==> config.mk <==
export PLATFORM = sky130hd
export DESIGN_NAME = unidad_control_multiciclo
export DESIGN_NICKNAME = d
export VERILOG_FILES = /design/src/rtl/mips_ctrl_pkg.sv /design/src/rtl/unidad_control_multiciclo_if.sv /design/src/rtl/decodificador_op.sv /design/src/rtl/unidad_control_multiciclo.sv
export SDC_FILE = /design/constraint.sdc
export NUM_CORES = 1
export LEC_CHECK = 0
export CORE_AREA = 2 2 40 69
export DETAILED_ROUTE_END_ITERATION = 6
export DIE_AREA = 0 0 42 71
export GPL_ROUTABILITY_DRIVEN = 0
export PLACE_DENSITY = 0.86
export SYNTH_ARGS = -nofsm -noshare
export SYNTH_HDL_FRONTEND = slang
export SYNTH_SLANG_ARGS = --single-unit
==> constraint.sdc <==
create_clock -name clk -period 2.11 [get_ports clk]
set_clock_uncertainty 0.15 [all_clocks]
set_input_delay 0.3165 -clock clk [delete_from_list [all_inputs] [get_ports clk]]
set_output_delay 0.3165 -clock clk [all_outputs]
set_load 0.01 [all_outputs]
==> src/rtl/mips_ctrl_pkg.sv <==
// Shared encodings for the multicycle MIPS control unit: FSM states, opcode/funct
// constants, datapath mux codes and the decoded instruction class.
package mips_ctrl_pkg;

  typedef enum logic [3:0] {
    S_FETCH    = 4'd0,
    S_DECODE   = 4'd1,
    S_MEMADDR  = 4'd2,
    S_MEMREAD  = 4'd3,
    S_MEMWB    = 4'd4,
    S_MEMWRITE = 4'd5,
    S_EXEC     = 4'd6,
    S_RWB      = 4'd7,
    S_BRANCH   = 4'd8,
    S_JUMP     = 4'd9,
    S_IEXEC    = 4'd10,
    S_IWB      = 4'd11
  } state_t;

  typedef enum logic [2:0] {
    CLS_ILLEGAL = 3'd0,
    CLS_RTYPE   = 3'd1,
    CLS_LOAD    = 3'd2,
    CLS_STORE   = 3'd3,
    CLS_BRANCH  = 3'd4,
    CLS_JUMP    = 3'd5,
    CLS_IMM     = 3'd6
  } instr_class_t;

  localparam logic [5:0] OP_RTYPE = 6'b000000;
  localparam logic [5:0] OP_LW    = 6'b100011;
  localparam logic [5:0] OP_SW    = 6'b101011;
  localparam logic [5:0] OP_BEQ   = 6'b000100;
  localparam logic [5:0] OP_J     = 6'b000010;
  localparam logic [5:0] OP_ADDI  = 6'b001000;
  localparam logic [5:0] OP_SLTI  = 6'b001010;
  localparam logic [5:0] OP_ANDI  = 6'b001100;
  localparam logic [5:0] OP_ORI   = 6'b001101;

  localparam logic [5:0] FN_ADD   = 6'b100000;
  localparam logic [5:0] FN_SLT   = 6'b101010;

  // ALUOp: 00 add (addresses, PC+4), 01 subtract/compare, 10 use funct, 11 logic op
  localparam logic [1:0] ALU_ADD   = 2'b00;
  localparam logic [1:0] ALU_SUB   = 2'b01;
  localparam logic [1:0] ALU_FUNCT = 2'b10;
  localparam logic [1:0] ALU_LOGIC = 2'b11;

  localparam logic [1:0] EXT_SIGN  = 2'b00;
  localparam logic [1:0] EXT_ZERO  = 2'b01;

  localparam logic [1:0] PC_ALU    = 2'b00;
  localparam logic [1:0] PC_ALUOUT = 2'b01;
  localparam logic [1:0] PC_JUMP   = 2'b10;

  localparam logic [1:0] SRCB_REG    = 2'b00;
  localparam logic [1:0] SRCB_FOUR   = 2'b01;
  localparam logic [1:0] SRCB_IMM    = 2'b10;
  localparam logic [1:0] SRCB_IMM_SH = 2'b11;

  typedef struct packed {
    logic       pc_write;
    logic       pc_write_cond;
    logic       ior_d;
    logic       mem_read;
    logic       mem_write;
    logic       ir_write;
    logic       memto_reg;
    logic       reg_dst;
    logic       reg_write;
    logic       alu_src_a;
    logic       sel_slt;
    logic       ilegal;
    logic [1:0] alu_src_b;
    logic [1:0] alu_op;
    logic [1:0] pc_source;
    logic [1:0] ext_sel;
  } ctrl_t;

  // States that hold for MEM_WAIT+1 cycles while memory responds.
  function automatic logic is_wait_state(input state_t s);
    return (s == S_FETCH) || (s == S_MEMREAD) || (s == S_MEMWRITE);
  endfunction

endpackage

==> src/rtl/unidad_control_multiciclo_if.sv <==
// IR-field bus between the control FSM and the opcode decoder: the IR fields go
// in, the instruction class and immediate-path controls come back.
interface unidad_control_multiciclo_if;
  import mips_ctrl_pkg::*;

  logic [5:0]   opcode;
  logic [5:0]   funct;
  instr_class_t cls;
  logic [1:0]   ext_sel;
  logic [1:0]   imm_alu_op;
  logic         is_slt;

  modport master (
    output opcode, funct,
    input  cls, ext_sel, imm_alu_op, is_slt
  );

  modport slave (
    input  opcode, funct,
    output cls, ext_sel, imm_alu_op, is_slt
  );
endinterface

==> src/rtl/decodificador_op.sv <==
// Purely combinational opcode decoder: classifies the instruction and derives
// the immediate extension, immediate ALU operation and set-less-than flag.
module decodificador_op
  import mips_ctrl_pkg::*;
(
  unidad_control_multiciclo_if.slave bus
);

  always_comb begin
    bus.cls        = CLS_ILLEGAL;
    bus.ext_sel    = EXT_SIGN;
    bus.imm_alu_op = ALU_ADD;
    bus.is_slt     = 1'b0;
    case (bus.opcode)
      OP_RTYPE: begin
        bus.cls    = CLS_RTYPE;
        bus.is_slt = (bus.funct == FN_SLT);
      end
      OP_LW:   bus.cls = CLS_LOAD;
      OP_SW:   bus.cls = CLS_STORE;
      OP_BEQ:  bus.cls = CLS_BRANCH;
      OP_J:    bus.cls = CLS_JUMP;
      OP_ADDI: bus.cls = CLS_IMM;
      OP_SLTI: begin
        bus.cls        = CLS_IMM;
        bus.imm_alu_op = ALU_SUB;
        bus.is_slt     = 1'b1;
      end
      OP_ANDI, OP_ORI: begin
        bus.cls        = CLS_IMM;
        bus.ext_sel    = EXT_ZERO;
        bus.imm_alu_op = ALU_LOGIC;
      end
      default: ;
    endcase
  end

endmodule

==> src/rtl/unidad_control_multiciclo.sv <==
// Multicycle MIPS control unit: Moore FSM with a per-state memory wait counter,
// decoding of the IR delegated to decodificador_op.
module unidad_control_multiciclo
  import mips_ctrl_pkg::*;
#(
  parameter int MEM_WAIT = 0
) (
  input  logic       clk,
  input  logic       rst_n,
  input  logic [5:0] opcode,
  input  logic [5:0] funct,
  input  logic       zero,
  output logic       PCWrite,
  output logic       PCWriteCond,
  output logic       IorD,
  output logic       MemRead,
  output logic       MemWrite,
  output logic       IRWrite,
  output logic       MemtoReg,
  output logic       RegDst,
  output logic       RegWrite,
  output logic       ALUSrcA,
  output logic       SelSlt,
  output logic [1:0] ALUSrcB,
  output logic [1:0] ALUOp,
  output logic [1:0] PCSource,
  output logic [1:0] ExtSel,
  output logic [3:0] estado,
  output logic       ilegal
);

  localparam logic [2:0] WAIT_LAST = 3'(MEM_WAIT);

  state_t     state, state_next;
  logic [2:0] cnt;
  logic       wait_done;
  ctrl_t      ctrl, ctrl_out;

  // The branch decision is taken in the datapath (PCWriteCond & zero).
  logic zero_unused;
  assign zero_unused = zero;

  unidad_control_multiciclo_if dec_bus ();
  assign dec_bus.opcode = opcode;
  assign dec_bus.funct  = funct;

  decodificador_op u_dec (
    .bus (dec_bus)
  );

  assign wait_done = (cnt == WAIT_LAST);

  always_ff @(posedge clk or negedge rst_n) begin
    if (!rst_n) begin
      state <= S_FETCH;
    end else begin
      state <= state_next;
    end
  end

  // Every state change restarts the count, so each wait state is entered at 0.
  always_ff @(posedge clk or negedge rst_n) begin
    if (!rst_n) begin
      cnt <= 3'd0;
    end else if (state_next != state) begin
      cnt <= 3'd0;
    end else if (is_wait_state(state) && !wait_done) begin
      cnt <= cnt + 3'd1;
    end
  end

  always_comb begin
    state_next = S_FETCH;
    case (state)
      S_FETCH:    state_next = wait_done ? S_DECODE : S_FETCH;
      S_DECODE: begin
        case (dec_bus.cls)
          CLS_RTYPE:            state_next = S_EXEC;
          CLS_LOAD, CLS_STORE:  state_next = S_MEMADDR;
          CLS_BRANCH:           state_next = S_BRANCH;
          CLS_JUMP:             state_next = S_JUMP;
          CLS_IMM:              state_next = S_IEXEC;
          default:              state_next = S_FETCH;
        endcase
      end
      S_MEMADDR:  state_next = (dec_bus.cls == CLS_STORE) ? S_MEMWRITE : S_MEMREAD;
      S_MEMREAD:  state_next = wait_done ? S_MEMWB : S_MEMREAD;
      S_MEMWB:    state_next = S_FETCH;
      S_MEMWRITE: state_next = wait_done ? S_FETCH : S_MEMWRITE;
      S_EXEC:     state_next = S_RWB;
      S_RWB:      state_next = S_FETCH;
      S_BRANCH:   state_next = S_FETCH;
      S_JUMP:     state_next = S_FETCH;
      S_IEXEC:    state_next = S_IWB;
      S_IWB:      state_next = S_FETCH;
      default:    state_next = S_FETCH;
    endcase
  end

  always_comb begin
    ctrl = '0;
    case (state)
      S_FETCH: begin
        ctrl.mem_read  = 1'b1;
        ctrl.alu_src_b = SRCB_FOUR;
        ctrl.alu_op    = ALU_ADD;
        ctrl.pc_source = PC_ALU;
        ctrl.ir_write  = wait_done;
        ctrl.pc_write  = wait_done;
      end
      S_DECODE: begin
        ctrl.alu_src_b = SRCB_IMM_SH;
        ctrl.ext_sel   = EXT_SIGN;
        ctrl.ilegal    = (dec_bus.cls == CLS_ILLEGAL);
      end
      S_MEMADDR: begin
        ctrl.alu_src_a = 1'b1;
        ctrl.alu_src_b = SRCB_IMM;
        ctrl.alu_op    = ALU_ADD;
        ctrl.ext_sel   = EXT_SIGN;
      end
      S_MEMREAD: begin
        ctrl.mem_read = 1'b1;
        ctrl.ior_d    = 1'b1;
      end
      S_MEMWB: begin
        ctrl.reg_write = 1'b1;
        ctrl.memto_reg = 1'b1;
      end
      S_MEMWRITE: begin
        ctrl.mem_write = 1'b1;
        ctrl.ior_d     = 1'b1;
      end
      S_EXEC: begin
        ctrl.alu_src_a = 1'b1;
        ctrl.alu_src_b = SRCB_REG;
        ctrl.alu_op    = ALU_FUNCT;
      end
      S_RWB: begin
        ctrl.reg_write = 1'b1;
        ctrl.reg_dst   = 1'b1;
        ctrl.sel_slt   = dec_bus.is_slt;
      end
      S_BRANCH: begin
        ctrl.alu_src_a     = 1'b1;
        ctrl.alu_src_b     = SRCB_REG;
        ctrl.alu_op        = ALU_SUB;
        ctrl.pc_source     = PC_ALUOUT;
        ctrl.pc_write_cond = 1'b1;
      end
      S_JUMP: begin
        ctrl.pc_write  = 1'b1;
        ctrl.pc_source = PC_JUMP;
      end
      S_IEXEC: begin
        ctrl.alu_src_a = 1'b1;
        ctrl.alu_src_b = SRCB_IMM;
        ctrl.ext_sel   = dec_bus.ext_sel;
        ctrl.alu_op    = dec_bus.imm_alu_op;
      end
      S_IWB: begin
        ctrl.reg_write = 1'b1;
        ctrl.sel_slt   = dec_bus.is_slt;
      end
      default: ;
    endcase
  end

  // Reset silences every output immediately, without waiting for a clock edge.
  assign ctrl_out = rst_n ? ctrl : '0;

  assign PCWrite     = ctrl_out.pc_write;
  assign PCWriteCond = ctrl_out.pc_write_cond;
  assign IorD        = ctrl_out.ior_d;
  assign MemRead     = ctrl_out.mem_read;
  assign MemWrite    = ctrl_out.mem_write;
  assign IRWrite     = ctrl_out.ir_write;
  assign MemtoReg    = ctrl_out.memto_reg;
  assign RegDst      = ctrl_out.reg_dst;
  assign RegWrite    = ctrl_out.reg_write;
  assign ALUSrcA     = ctrl_out.alu_src_a;
  assign SelSlt      = ctrl_out.sel_slt;
  assign ALUSrcB     = ctrl_out.alu_src_b;
  assign ALUOp       = ctrl_out.alu_op;
  assign PCSource    = ctrl_out.pc_source;
  assign ExtSel      = ctrl_out.ext_sel;
  assign ilegal      = ctrl_out.ilegal;
  assign estado      = rst_n ? state : 4'd0;

endmodule

* After elaboration in Yosys (flattened, before gate mapping)
Index checks and enable logic that the tools add are counted.
Storage, ports and cells: register bits 7, input port bits 15, output and inout bits 24, word-level logic and storage cells 78
Cells by class: add/subtract/negate cells 1, eq/ne operators 27, muxes and demuxes 30, reductions and logical operators 18
Operators with widths (number):
- case mux 4 bit (7 select lines) | 1
- equality test 6 x 4 -> 1 bit (second input constant) | 4
- two-way mux 20 bit | 1
- case mux 4 bit (5 select lines) | 1
- equality test 6 bit (second input constant) | 3
- case mux 3 bit (6 select lines) | 1
- equality test 4 x 3 -> 1 bit (second input constant) | 4
- equality test 4 bit (second input constant) | 4
- two-way mux 3 bit | 5
- two-way mux 1 bit | 13
- case mux 2 bit (3 select lines) | 2
- OR reduction 2 bit | 6
- equality test 3 bit (second input constant) | 3
- equality test 4 x 2 -> 1 bit (second input constant) | 2
- case mux 2 bit (2 select lines) | 2
- OR reduction 4 bit | 2
- equality test 3 x 2 -> 1 bit (second input constant) | 2
- equality test 6 x 2 -> 1 bit (second input constant) | 1
- equality test 6 x 3 -> 1 bit (second input constant) | 1
- zero test 3 bit | 2
- zero test 6 bit | 1
- equality test 4 x 1 -> 1 bit (second input constant) | 1
- zero test 4 bit | 1
- two-way mux 4 bit | 1
- 10 further kinds | 12

* Logic depth before layout (Yosys ltp)
Gate-level depths: netlist of run 1.
word-level depth 9, mapped depth 7, mapped depth without buffers 7

* Modules after synthesis
A second synthesis of run 1 with hierarchy kept.
Unflattened totals: cell total of the unflattened synthesis 131, area, all modules 968.4 sq um
By module, submodules not included:
- unidad_control_multiciclo | instances 1, cells an instance 106, area each 790.8 sq um, seq. area each 175.2 sq um
- decodificador_op | instances 1, cells an instance 25, area each 177.7 sq um, seq. area each 0.0 sq um

* Worst setup path after synthesis of run 1
No wires, ideal clock.
path kind register -> output, from reg state[1], to out PCSource[0], arrival 1.480 ns, data required time 1.644 ns, setup slack 0.163 ns, stages on the path, launching flop included 5, path buffers 3, cells stage by stage dfrtp_1 -> clkbuf_8 -> clkbuf_1 -> nor4_1 -> buf_4
Between the ends: word-level cells in the longest chain between the ends 3, elaborated cells on any way between the ends 4, classes of those cells eq/ne: 2; mux: 2
Ends and longest elaborated chain:
- start: declaration | line unidad_control_multiciclo.sv:34 | state_t state, state_next;
- start signal: assignment | line unidad_control_multiciclo.sv:57 | state <= state_next;
- equality test 4 bit | line unidad_control_multiciclo.sv:102 | case (state)
- case mux 2 bit (2 select lines) * | line unidad_control_multiciclo.sv:102
- two-way mux 20 bit * | line unidad_control_multiciclo.sv:170 | assign ctrl_out = rst_n ? ctrl : '0;
- end: declaration | line unidad_control_multiciclo.sv:26 | output logic [1:0] PCSource,
Mark *: on every way between the ends. The rest lies on a longest branch, timed or not.

* Final worst setup path of run 1
from reg cnt[0], to reg cnt[1]
Between the ends: word-level cells in the longest chain between the ends 5, elaborated cells on any way between the ends 12, classes of those cells add/sub: 1; eq/ne: 1; mux: 6; reduce/logical: 4
Ends and longest elaborated chain:
- start: declaration | line unidad_control_multiciclo.sv:35 | logic [2:0] cnt;
- start signal: assignment | line unidad_control_multiciclo.sv:68 | cnt <= cnt + 3'd1;
- zero test 3 bit | line unidad_control_multiciclo.sv:51 | assign wait_done = (cnt == WAIT_LAST);
- two-way mux 3 bit, or another cell as far along | line unidad_control_multiciclo.sv:89 | S_MEMWRITE: state_next = wait_done ? S_FETCH : S_MEMWRITE;
- case mux 4 bit (7 select lines) | line unidad_control_multiciclo.sv:74 | case (state)
- inequality test 4 bit | line unidad_control_multiciclo.sv:65 | end else if (state_next != state) begin
- two-way mux 3 bit or nonzero test 2 bit (tied branches)
Several ways; a longest one is shown, not always the timed one. The select of a mux whose other input is x is not followed. A chain may end at the register's enable or synchronous reset.

==> results of run 1 <==
## registers in the layout, summed over array words and instances, names as in the netlist
signal	flops
cnt	3
state	4
## synthesized netlist by cell type, types with 3 or more instances
| cell type | number |
|---|---|
| nor2_1 | 12 |
| nor2b_1 | 4 |
| nand3_1 | 5 |
| clkbuf_8 | 4 |
| a21oi_1 | 5 |
| and2_1 | 3 |
| nor3_1 | 10 |
| nand2_1 | 11 |
| o211ai_1 | 3 |
| nor4_1 | 5 |
| inv_1 | 8 |
| and3_1 | 3 |
| dfrtp_1 | 7 |
| nand2b_1 | 4 |
## power groups by stage
stage | Combinational (mW) | Sequential, mW | Clock [mW]
after floorplan | 0.653 | 0.212 | 0
after global placement | 1.10 | 0.241 | 0
after detailed placement | 1.16 | 0.244 | 0
after CTS | 1.24 | 0.249 | 0.197
after global routing | 1.52 | 0.271 | 0.205
final | 1.43 | 0.267 | 0.199
## metal layers
metal  share of wire  track usage  up-vias
met1            0.32        0.250      667
met2            0.58        0.575       78
li1                -            -      636
met4           0.063        0.194        0
met5               0            0        -
met3           0.043       0.0689       36
## tightest hold or removal path, cell delays in order, from the launching register on
cell and delay, ps:
dfrtp_1 350, buf_4 130, nor4_4 40
## logic make-up after synthesis
| family | after synthesis | share of synthesized area |
|---|---|---|
| adder cells (fa/ha/maj) | 2 | 0.0256 |
| AND/OR/NAND/NOR | 72 | 0.430 |
| AO/OA/AOI/OAI | 26 | 0.210 |
| XOR/XNOR | 1 | 0.00895 |
| flip-flops | 7 | 0.179 |
| other | 1 | 0.00383 |
| buffers and inverters | 18 | 0.133 |
| multiplexers | 1 | 0.0102 |
## area by class of cell
type / instances / area [µm²] / share of cell area
multi-input cells: 103 / 835 / 0.449
flip-flops and latches: 7 / 180 / 0.0970
repair buffers: 92 / 736 / 0.396
well taps: 26 / 32.5 / 0.0175
inverters: 8 / 30.0 / 0.0162
clock buffers: 4 / 45.0 / 0.0242
## worst min-delay path by stage
stage,cells past startpoint,to
global placement,2,cnt[0]$_DFFE_PN0P_
CTS,2,cnt[0]$_DFFE_PN0P_
finish,2,cnt[0]$_DFFE_PN0P_
global route,2,cnt[0]$_DFFE_PN0P_
floorplan,0,cnt[0]$_DFFE_PN0P_
detailed placement,2,cnt[0]$_DFFE_PN0P_
## stage by stage
stage / utilization / hold WS [ps] / power, mW / setup WS (ps) / instance area (µm²)
floorplan: - / -129 / 0.865 / 163 / 978
global placement: 0.680 / 365 / 1.34 / -565 / 1650
detailed placement: 0.680 / 383 / 1.40 / -640 / 1650
CTS: 0.720 / 171 / 1.68 / 1.42 / 1750
global route: 0.764 / 420 / 1.99 / -86.1 / 1860
finish: 0.764 / 413 / 1.90 / -1.46 / 1860
## what timing repair did
action / in CTS / in global routing
endpoints found under the setup margin: 26 / 14
hold endpoints to repair: 0 / 7
pin swaps: 4 / 7
hold buffers: 0 / 1
resized for setup: 70 / 42
buffers inserted: 2 / 3
==> key figures, run 1 <==
Outcome
  • Status: finished, violations left
  • Violated checks: negative setup slack

Setup path
  • Setup crit end: cnt[1]$_DFFE_PN0P_
  • WP data arrival: 2070 ps
  • RR Endpoint: cnt[1]$_DFFE_PN0P_
  • Nature of the critical path endpoint: register
  • Crit Path Category: reg -> reg
  • Worst setup startpoint: cnt[0]$_DFFE_PN0P_
  • Slowest cell on the critical path: dfrtp_1
  • Crit path max-delay family: simple AND/OR/NAND/NOR gates
  • Largest stage delay, worst path: 380 ps
  • Worst r2r src: cnt[0]$_DFFE_PN0P_
  • Worst-path cell chain: inv_1 > ha_1 > nor3b_1 > o211ai_1 > o211ai_4 > mux2i_4 > nor4b_2
  • Worst Path Required: around 2100 ps
  • Crit path max fanout: 3
  • Startpoint types: register
  • Worst R2R Path Depth: 7
  • Critical path depth in cells: 7
  • WP buf/inv: 1
  • R2r setup slk: -1 ps

Power
  • Sequential power share: 0.141
  • Pwr Density: 1020 nW/µm²
  • Sw Ratio: 0.458
  • Static leakage: ~0.9 nW
  • Psw: about 0.87 mW
  • Peak supply drop: around 1100 µV
  • Clock network power share: 0.105
  • Logic pwr share: 0.755
  • Internal power: 1.03 mW

Cells and area
  • Commonest non-fill, non-tap cell in the layout: buf_4
  • Most frequent cells in the layout: buf_4 (51), nand2_1 (10), nor2_1 (10), clkdlybuf4s50_1 (10), dlygate4sd2_1 (10)
  • Finished Layout Cells: 240
  • P&R area growth vs syn: 89.9%
  • Nets: 232
  • Share of cells above drive strength 1: 0.533
  • Fill cells: 140
  • Ant diodes: 0

Route
  • Post-DR wirelength/cell: 19.3 µm
  • # DRC: 0
  • Drt initial violations: between 50 and 60
  • DR vias/cell: 5.90
  • Drt total wl: 4.63 mm
  • Drt pass-1 iters: 4
  • DR vias: 1417
  • Antenna-violating nets left: 0

Logic synthesis
  • Seq/Total Area, Yosys: 0.179
  • Ys flop type: dfrtp_1
  • Mapped Cells: about 130
  • Yosys warns: 0
  • Synth area leaders: dfrtp_1 (18%), clkbuf_8 (5.6%), nor3_1 (5.1%), nor2_1 (4.6%), nand2_1 (4.2%)
  • Post-synth EDFFs: 0
  • Yosys top cell by area: dfrtp_1
  • Top cell type's share of synthesized area: 0.179
  • Avg Cell Area, Syn: 7.64 µm²
  • Mapped Nets: 145
  • Ys async rst share: 1.00
  • Cell Area, Synth: roughly 980 µm²
  • Number of synthesized register bits: 7
  • Synth cell types: 46

STA
  • Unrepaired setup endpoints after global routing: yes
  • Tmin final: approximately 2100 ps
  • Fin. max-slew vios: 0
  • FMAX: 0.474 GHz
  • Period utilization: 1.00
  • PnR worst setup slack: -1.46 ps
  • Final setup vio count: 1
  • Total negative slack: -1.46 ps
  • Final Hold Viols: 0

Floorplan
  • Core area: between 2000 and 2500 µm²
  • Die X: ~42 µm
  • DIE AREA: 2980 µm²
  • Ports: 39
  • Starting Density: 0.402
  • Die height: 71 µm
  • Rows: 24

Clock network
  • CTS root buffer: clkbuf_8
  • Max Buffers Root-to-Sink: 2
  • H-tree levels: 1
  • Clk slew on worst S/H paths: ~40 ps
  • Clock latency on the worst-skew pair: 240 ps
  • Num CTS Buffers: 3
  • Clk sinks: 7
  • TritonCTS clock tree: yes

Global route
  • Vias in the first global route: 1459
  • Pin count of the biggest net entering global routing: 11
  • First-pass GRT wire length: 6.73 mm
  • Initial antenna violation count: 0
  • Gr usage total: 0.295
  • Total grt overflow: 0

Placed design
  • # port buffers: 36
  • Cell total after placement: around 230
  • Placed wire-length estimate: between 3 and 4 mm

Flow run
  • Max cap viols: 0

Min path
  • Hold WC Path Type: reg -> reg
  • Hold wc startpoint: cnt[0]$_DFFE_PN0P_
Note: power is estimated with default switching activity, not from simulation.
==> run 2, diff against run 1 <==
--- a/config.mk
+++ b/config.mk
@@ -5,11 +5,12 @@
 export SDC_FILE = /design/constraint.sdc
 export NUM_CORES = 1
 export LEC_CHECK = 0
-export CORE_AREA = 2 2 40 69
+export CORE_AREA = 2 2 50 52
+export CTS_BUF_LIST = sky130_fd_sc_hd__clkbuf_8
 export DETAILED_ROUTE_END_ITERATION = 6
-export DIE_AREA = 0 0 42 71
+export DIE_AREA = 0 0 52 54
 export GPL_ROUTABILITY_DRIVEN = 0
-export PLACE_DENSITY = 0.86
+export PLACE_DENSITY = 0.91
 export SYNTH_ARGS = -nofsm -noshare
 export SYNTH_HDL_FRONTEND = slang
 export SYNTH_SLANG_ARGS = --single-unit
==> key figures, run 2 (same netlist as run 1, synthesis figures left out) <==
Outcome
  • Status: finished, violations left (unchanged)
  • Violated checks: negative setup slack (unchanged)

Clock network
  • H-tree levels: 1 (unchanged)
  • Clock latency on the worst-skew pair: 230 ps (was 240 ps)
  • Max Buffers Root-to-Sink: 2 (unchanged)
  • Num CTS Buffers: 3 (unchanged)
  • Clk slew on worst S/H paths: 40 ps (about the same)
  • Clk sinks: 7 (unchanged)
  • TritonCTS clock tree: yes (unchanged)
  • CTS root buffer: clkbuf_8 (unchanged)

STA
  • Period utilization: 1.04 (was 1.00)
  • Final Hold Viols: 0 (unchanged)
  • Final setup vio count: 4 (was 1)
  • Fin. max-slew vios: 0 (unchanged)
  • Unrepaired setup endpoints after global routing: yes (unchanged)
  • Rel. slew slack: 0.593
  • Tmin final: 2180 ps (was 2110 ps)
  • Least-Margin Pin Slew: just over 600 ps
  • FMAX: 0.458 GHz (was 0.474 GHz)
  • Total negative slack: -119 ps (was -1.46 ps)
  • PnR worst setup slack: -74.3 ps (was -1.46 ps)

Route
  • DR vias: 1469 (was 1417)
  • Drt pass-1 iters: 4 (unchanged)
  • Antenna-violating nets left: 0 (unchanged)
  • Drt total wl: 4.84 mm (was 4.63 mm)
  • # DRC: 0 (unchanged)
  • Post-DR wirelength/cell: 19.6 µm (was 19.3 µm)
  • DR vias/cell: 5.95 (was 5.90)
  • Drt initial violations: 63 (was 51)

Power
  • Pwr Density: 1050 nW/µm² (was 1020 nW/µm²)
  • Logic pwr share: 0.790 (was 0.755)
  • Internal power: 1.10 mW (was 1.03 mW)
  • Peak supply drop: 945 µV (was 1100 µV)
  • Sw Ratio: 0.446 (was 0.458)
  • Sequential power share: 0.113 (was 0.141)
  • Clock network power share: 0.097 (was 0.105)
  • Psw: 0.884 mW (was 0.870 mW)
  • Static leakage: 0.894 nW (was 0.876 nW)

Setup path
  • Startpoint types: register (unchanged)
  • Worst r2r src: state[3]$_DFF_PN0_ (was cnt[0]$_DFFE_PN0P_)
  • Nature of the critical path endpoint: register (unchanged)
  • Crit Path Category: reg -> reg (unchanged)
  • R2r setup slk: -70 ps (was -1 ps)
  • Worst Path Required: 2070 ps (about the same)
  • Worst R2R Path Depth: 7 (unchanged)
  • Crit path max fanout: 6 (was 3)
  • WP data arrival: 2140 ps (was 2070 ps)
  • RR Endpoint: cnt[0]$_DFFE_PN0P_ (was cnt[1]$_DFFE_PN0P_)

Floorplan
  • DIE AREA: 2810 µm² (was 2980 µm²)
  • Starting Density: 0.422 (was 0.402)
  • Die height: 54 µm (was 71 µm)
  • Die X: 52 µm (was 42 µm)
  • Ports: 39 (unchanged)
  • Core area: 2320 µm² (was 2430 µm²)
  • Rows: 18 (was 24)

Global route
  • Gr usage total: 0.297 (was 0.295)
  • Vias in the first global route: 1333 (was 1459)
  • First-pass GRT wire length: 6.13 mm (was 6.73 mm)
  • Pin count of the biggest net entering global routing: 13 (was 11)
  • Initial antenna violation count: 0 (unchanged)
  • Total grt overflow: 0 (unchanged)

Placed design
  • Cell area after placement: 1610 µm² (was 1650 µm²)
  • # port buffers: 36 (unchanged)
  • Pre-CTS setup slack: -647 ps (was -640 ps)
  • Cell total after placement: 228 (was 231)
  • Placed wire-length estimate: 2.63 mm (was 3.04 mm)

Cells and area
  • Most frequent cells in the layout: buf_4 (50), dlygate4sd2_1 (11), clkdlybuf4s50_1 (10) (was buf_4 (51), nand2_1 (10), nor2_1 (10), clkdlybuf4s50_1 (10), dlygate4sd2_1 (10))
  • P&R area growth vs syn: 93.7% (was 89.9%)
  • Ant diodes: 0 (unchanged)
  • Finished Layout Cells: 247 (was 240)
  • Fin area: 1900 µm² (was 1860 µm²)
  • Leading registers by flop count: state: 4 flops, cnt: 3 flops (unchanged)
  • Share of cells above drive strength 1: 0.562 (was 0.533)
  • Max reg flops: 4 (unchanged)
  • Register name with the most flops: state (unchanged)
  • Nets: 235 (was 232)
  • Commonest non-fill, non-tap cell in the layout: buf_4 (unchanged)

Min path
  • Hold WC Path Type: reg -> reg (unchanged)
  • Hold wc startpoint: cnt[0]$_DFFE_PN0P_ (unchanged)
  • Hold endpoint: cnt[0]$_DFFE_PN0P_ (unchanged)
  • Hold Path Stages: 2 (unchanged)

Flow run
  • Max cap viols: 0 (unchanged)
==> run 2: worst max path at each step <==
stage	startpoint	end	slack [ps]	depth (start not counted)
after floorplan	state[1]$_DFF_PN0_	PCSource[0]	160	4
after global placement	opcode[5]	ALUOp[0]	-610	7
after detailed placement	opcode[5]	ALUOp[0]	-650	7
after CTS	state[2]$_DFF_PN0_	SelSlt	-10	6
after global routing	opcode[0]	ALUOp[0]	-90	7
final	state[3]$_DFF_PN0_	cnt[0]$_DFFE_PN0P_	-70	7
==> run 2: final cells by class <==
cell class,count,area [µm²]
Clock buffer,3,41.3
Inverter,8,30.0
Timing Repair Buffer,95,757
Fill cell,138,424
Multi-Input combinational cell,103,847
Clock inverter,1,5.00
Sequential cell,7,178
Tap cell,30,37.5
==> run 2: per-layer routing <==
| metal | vias up | GRT usage | part of all wire |
|---|---|---|---|
| li1 | 641 | - | - |
| met1 | 702 | 0.331 | 0.38 |
| met2 | 99 | 0.553 | 0.50 |
| met3 | 27 | 0.0389 | 0.078 |
| met4 | 0 | 0.145 | 0.047 |
| met5 | - | 0 | 0 |
==> run 2: repair_timing <==
item                                    CTS  global route
endpoints found under the setup margin   26            16
gates resized for setup                  80            33
gates cloned                              0             0
setup buffers                             4            10
pin swaps                                 9            11
hold buffers                              0             1
hold endpoints to repair                  0             7
==> run 2: power by group through the flow <==
| stage | Clock, mW | Sequential [mW] | Combinational (mW) |
|---|---|---|---|
| after floorplan | 0 | 0.212 | 0.653 |
| after global placement | 0 | 0.215 | 1.11 |
| after detailed placement | 0 | 0.221 | 1.17 |
| after CTS | 0.189 | 0.221 | 1.30 |
| final | 0.192 | 0.225 | 1.57 |
| after global routing | 0.204 | 0.231 | 1.64 |
==> run 2: per-stage QoR <==
stage                     total power, mW  utilization  hold slack [ps]
after floorplan                     0.865            -             -129
after global placement               1.32        0.693              361
after detailed placement             1.39        0.693              381
after CTS                            1.70        0.759              133
after global routing                 2.08        0.817              431
final                                1.98        0.817              397
==> run 2: critical path: stages, from the launching register on <==
cell	delay [ps]
dfrtp_2	440
buf_4	170
buf_4	160
nor4_1	570
a2111oi_4	100
a21oi_2	270
buf_4	170
nor4_2	30
==> run 3, diff against run 2 <==
--- a/config.mk
+++ b/config.mk
@@ -5,12 +5,14 @@
 export SDC_FILE = /design/constraint.sdc
 export NUM_CORES = 1
 export LEC_CHECK = 0
-export CORE_AREA = 2 2 50 52
+export CELL_PAD_IN_SITES_DETAIL_PLACEMENT = 0
+export CELL_PAD_IN_SITES_GLOBAL_PLACEMENT = 1
+export CORE_AREA = 2 2 46 80
 export CTS_BUF_LIST = sky130_fd_sc_hd__clkbuf_8
 export DETAILED_ROUTE_END_ITERATION = 6
-export DIE_AREA = 0 0 52 54
+export DIE_AREA = 0 0 48 82
 export GPL_ROUTABILITY_DRIVEN = 0
-export PLACE_DENSITY = 0.91
+export PLACE_DENSITY = 0.89
 export SYNTH_ARGS = -nofsm -noshare
 export SYNTH_HDL_FRONTEND = slang
 export SYNTH_SLANG_ARGS = --single-unit
==> key figures, run 3 (same netlist as run 1, synthesis figures left out) <==
Power
  • Total power draw: 1.70 mW (was 1.98 mW)
  • Peak supply drop: 767 µV (was 945 µV)
  • Pwr Density: 944 nW/µm² (was 1050 nW/µm²)
  • Static leakage: 0.870 nW (was 0.894 nW)

Floorplan
  • Die height: 82 µm (was 54 µm)
  • DIE AREA: 3940 µm² (was 2810 µm²)
  • Die X: 48 µm (was 52 µm)
  • Starting Density: 0.294 (was 0.422)
  • Ports: 39 (unchanged)
  • Core area: 3330 µm² (was 2320 µm²)
  • Rows: 28 (was 18)

Cells and area
  • Leading registers by flop count: state: 4 flops, cnt: 3 flops (unchanged)
  • Finished Layout Cells: 257 (was 247)
  • P&R area growth vs syn: 83.6% (was 93.7%)
  • Register name with the most flops: state (unchanged)
  • Nets: 230 (was 235)
  • Ant diodes: 0 (unchanged)
  • Post-layout util: 0.540 (was 0.817)
  • Share of cells above drive strength 1: 0.491 (was 0.562)
  • Max reg flops: 4 (unchanged)
  • Most frequent cells in the layout: buf_4 (51), dlygate4sd2_1 (12), nand2_1 (10) (was buf_4 (50), dlygate4sd2_1 (11), clkdlybuf4s50_1 (10))
  • Commonest non-fill, non-tap cell in the layout: buf_4 (unchanged)

STA
  • Min Hold Slack: 64.3 ps (was 397 ps)
  • Tmin final: 2080 ps (was 2180 ps)
  • Fin. max-slew vios: 0 (unchanged)
  • Unrepaired setup endpoints after global routing: yes (unchanged)
  • Period utilization: 0.988 (was 1.04)
  • Total negative slack: 0 ps (was -119 ps)
  • Final setup vio count: 0 (was 4)
  • FMAX: 0.480 GHz (was 0.458 GHz)
  • Final Hold Viols: 0 (unchanged)

Placed design
  • # port buffers: 36 (unchanged)
  • Placed wire-length estimate: 2.85 mm (was 2.63 mm)
  • Cell total after placement: 251 (was 228)

Setup path
  • WP data arrival: 2060 ps (was 2140 ps)
  • Worst Path Required: 2090 ps (was 2070 ps)
  • Slowest cell on the critical path: a2111o_1 (was nor4_1)
  • Crit Path Category: in -> reg (was reg -> reg)
  • Worst R2R Path Depth: 7 (unchanged)
  • Crit path max-delay family: compound AO/OA/AOI/OAI gates (was simple AND/OR/NAND/NOR gates)
  • Largest stage delay, worst path: 440 ps (was 570 ps)
  • Startpoint types: input port (was register)
  • Nature of the critical path endpoint: register (unchanged)
  • R2r setup slk: 50 ps (was -70 ps)
  • Critical path depth in cells: 7 (unchanged)
  • Crit path max fanout: 4 (was 6)
  • Worst-path cell chain: clkbuf_2 > or2_1 > a2111o_1 > buf_6 > a2111oi_4 > a21oi_2 > nor4b_2 (was buf_4 > buf_4 > nor4_1 > a2111oi_4 > a21oi_2 > buf_4 > nor4_2)
  • WP buf/inv: 2 (was 3)

Route
  • Drt total wl: 3.60 mm (was 4.84 mm)
  • Post-DR wirelength/cell: 14.0 µm (was 19.6 µm)
  • DR vias/cell: 5.14 (was 5.95)
  • Antenna-violating nets left: 0 (unchanged)
  • DR vias: 1322 (was 1469)
  • Drt pass-1 iters: 4 (unchanged)
  • # DRC: 0 (unchanged)
  • Drt initial violations: 26 (was 63)

Clock network
  • Max Buffers Root-to-Sink: 2 (unchanged)
  • CTS root buffer: clkbuf_8 (unchanged)
  • TritonCTS clock tree: yes (unchanged)
  • Clk sinks: 7 (unchanged)
  • H-tree levels: 1 (unchanged)
  • Clock latency on the worst-skew pair: 230 ps (about the same)
  • Clk slew on worst S/H paths: 40 ps (about the same)
  • Num CTS Buffers: 3 (unchanged)

Outcome
  • Status: finished clean (was finished, violations left)

Global route
  • Initial antenna violation count: 0 (unchanged)
  • Gr usage total: 0.199 (was 0.297)
  • Pin count of the biggest net entering global routing: 14 (was 13)
  • Vias in the first global route: 1311 (was 1333)
  • Total grt overflow: 0 (unchanged)
  • First-pass GRT wire length: 5.75 mm (was 6.13 mm)

Flow run
  • Max cap viols: 0 (unchanged)

Min path
  • Hold WC Path Type: in -> async (was reg -> reg)
run 3: timing repair:
item	CTS	global route
pin swaps	5	4
buffers inserted	1	1
gates resized for setup	68	25
hold buffers	0	0
setup endpoints to repair	26	10
run 3: area by class of cell:
| cell class | count | area, µm² |
|---|---|---|
| Fill cell | 307 | 1530 |
| Clock inverter | 1 | 3.75 |
| Multi-Input combinational cell | 103 | 782 |
| Sequential cell | 7 | 178 |
| Tap cell | 45 | 56.3 |
| Inverter | 8 | 30.0 |
| Clock buffer | 3 | 41.3 |
| Timing Repair Buffer | 90 | 706 |
run 3: worst paths after layout:
path | startpoint | to
worst max-delay path | opcode[5] | cnt[1]$_DFFE_PN0P_
worst min-delay path | rst_n | state[0]$_DFF_PN0_
worst max register to register | state[2]$_DFF_PN0_ | cnt[1]$_DFFE_PN0P_
worst min register to register | cnt[0]$_DFFE_PN0P_ | cnt[0]$_DFFE_PN0P_
max in group asynchronous | rst_n | state[2]$_DFF_PN0_
min in group clk | cnt[0]$_DFFE_PN0P_ | cnt[0]$_DFFE_PN0P_
run 3: layer usage:
| layer | vias up | wire (µm) | track usage |
|---|---|---|---|
| li1 | 637 | - | - |
| met1 | 631 | 1150 | 0.190 |
| met2 | 42 | 2220 | 0.388 |
| met3 | 12 | 116 | 0.0308 |
| met4 | 0 | 118 | 0.0730 |
| met5 | - | 0 | 0 |
run 3: where the power goes:
part	leakage [nW]	switching [mW]	internal [mW]
Combinational	0.754	0.627	0.667
Sequential	0.0899	0.0356	0.182
Clock	0.0269	0.0585	0.126
run 3: through the flow:
stage | cell area [µm²] | setup slack (ps)
after detailed placement | 1690 | -662
final | 1800 | 25.9
after CTS | 1780 | 4.29
after global routing | 1800 | -45.4
after global placement | 1690 | -626
after floorplan | 978 | 163
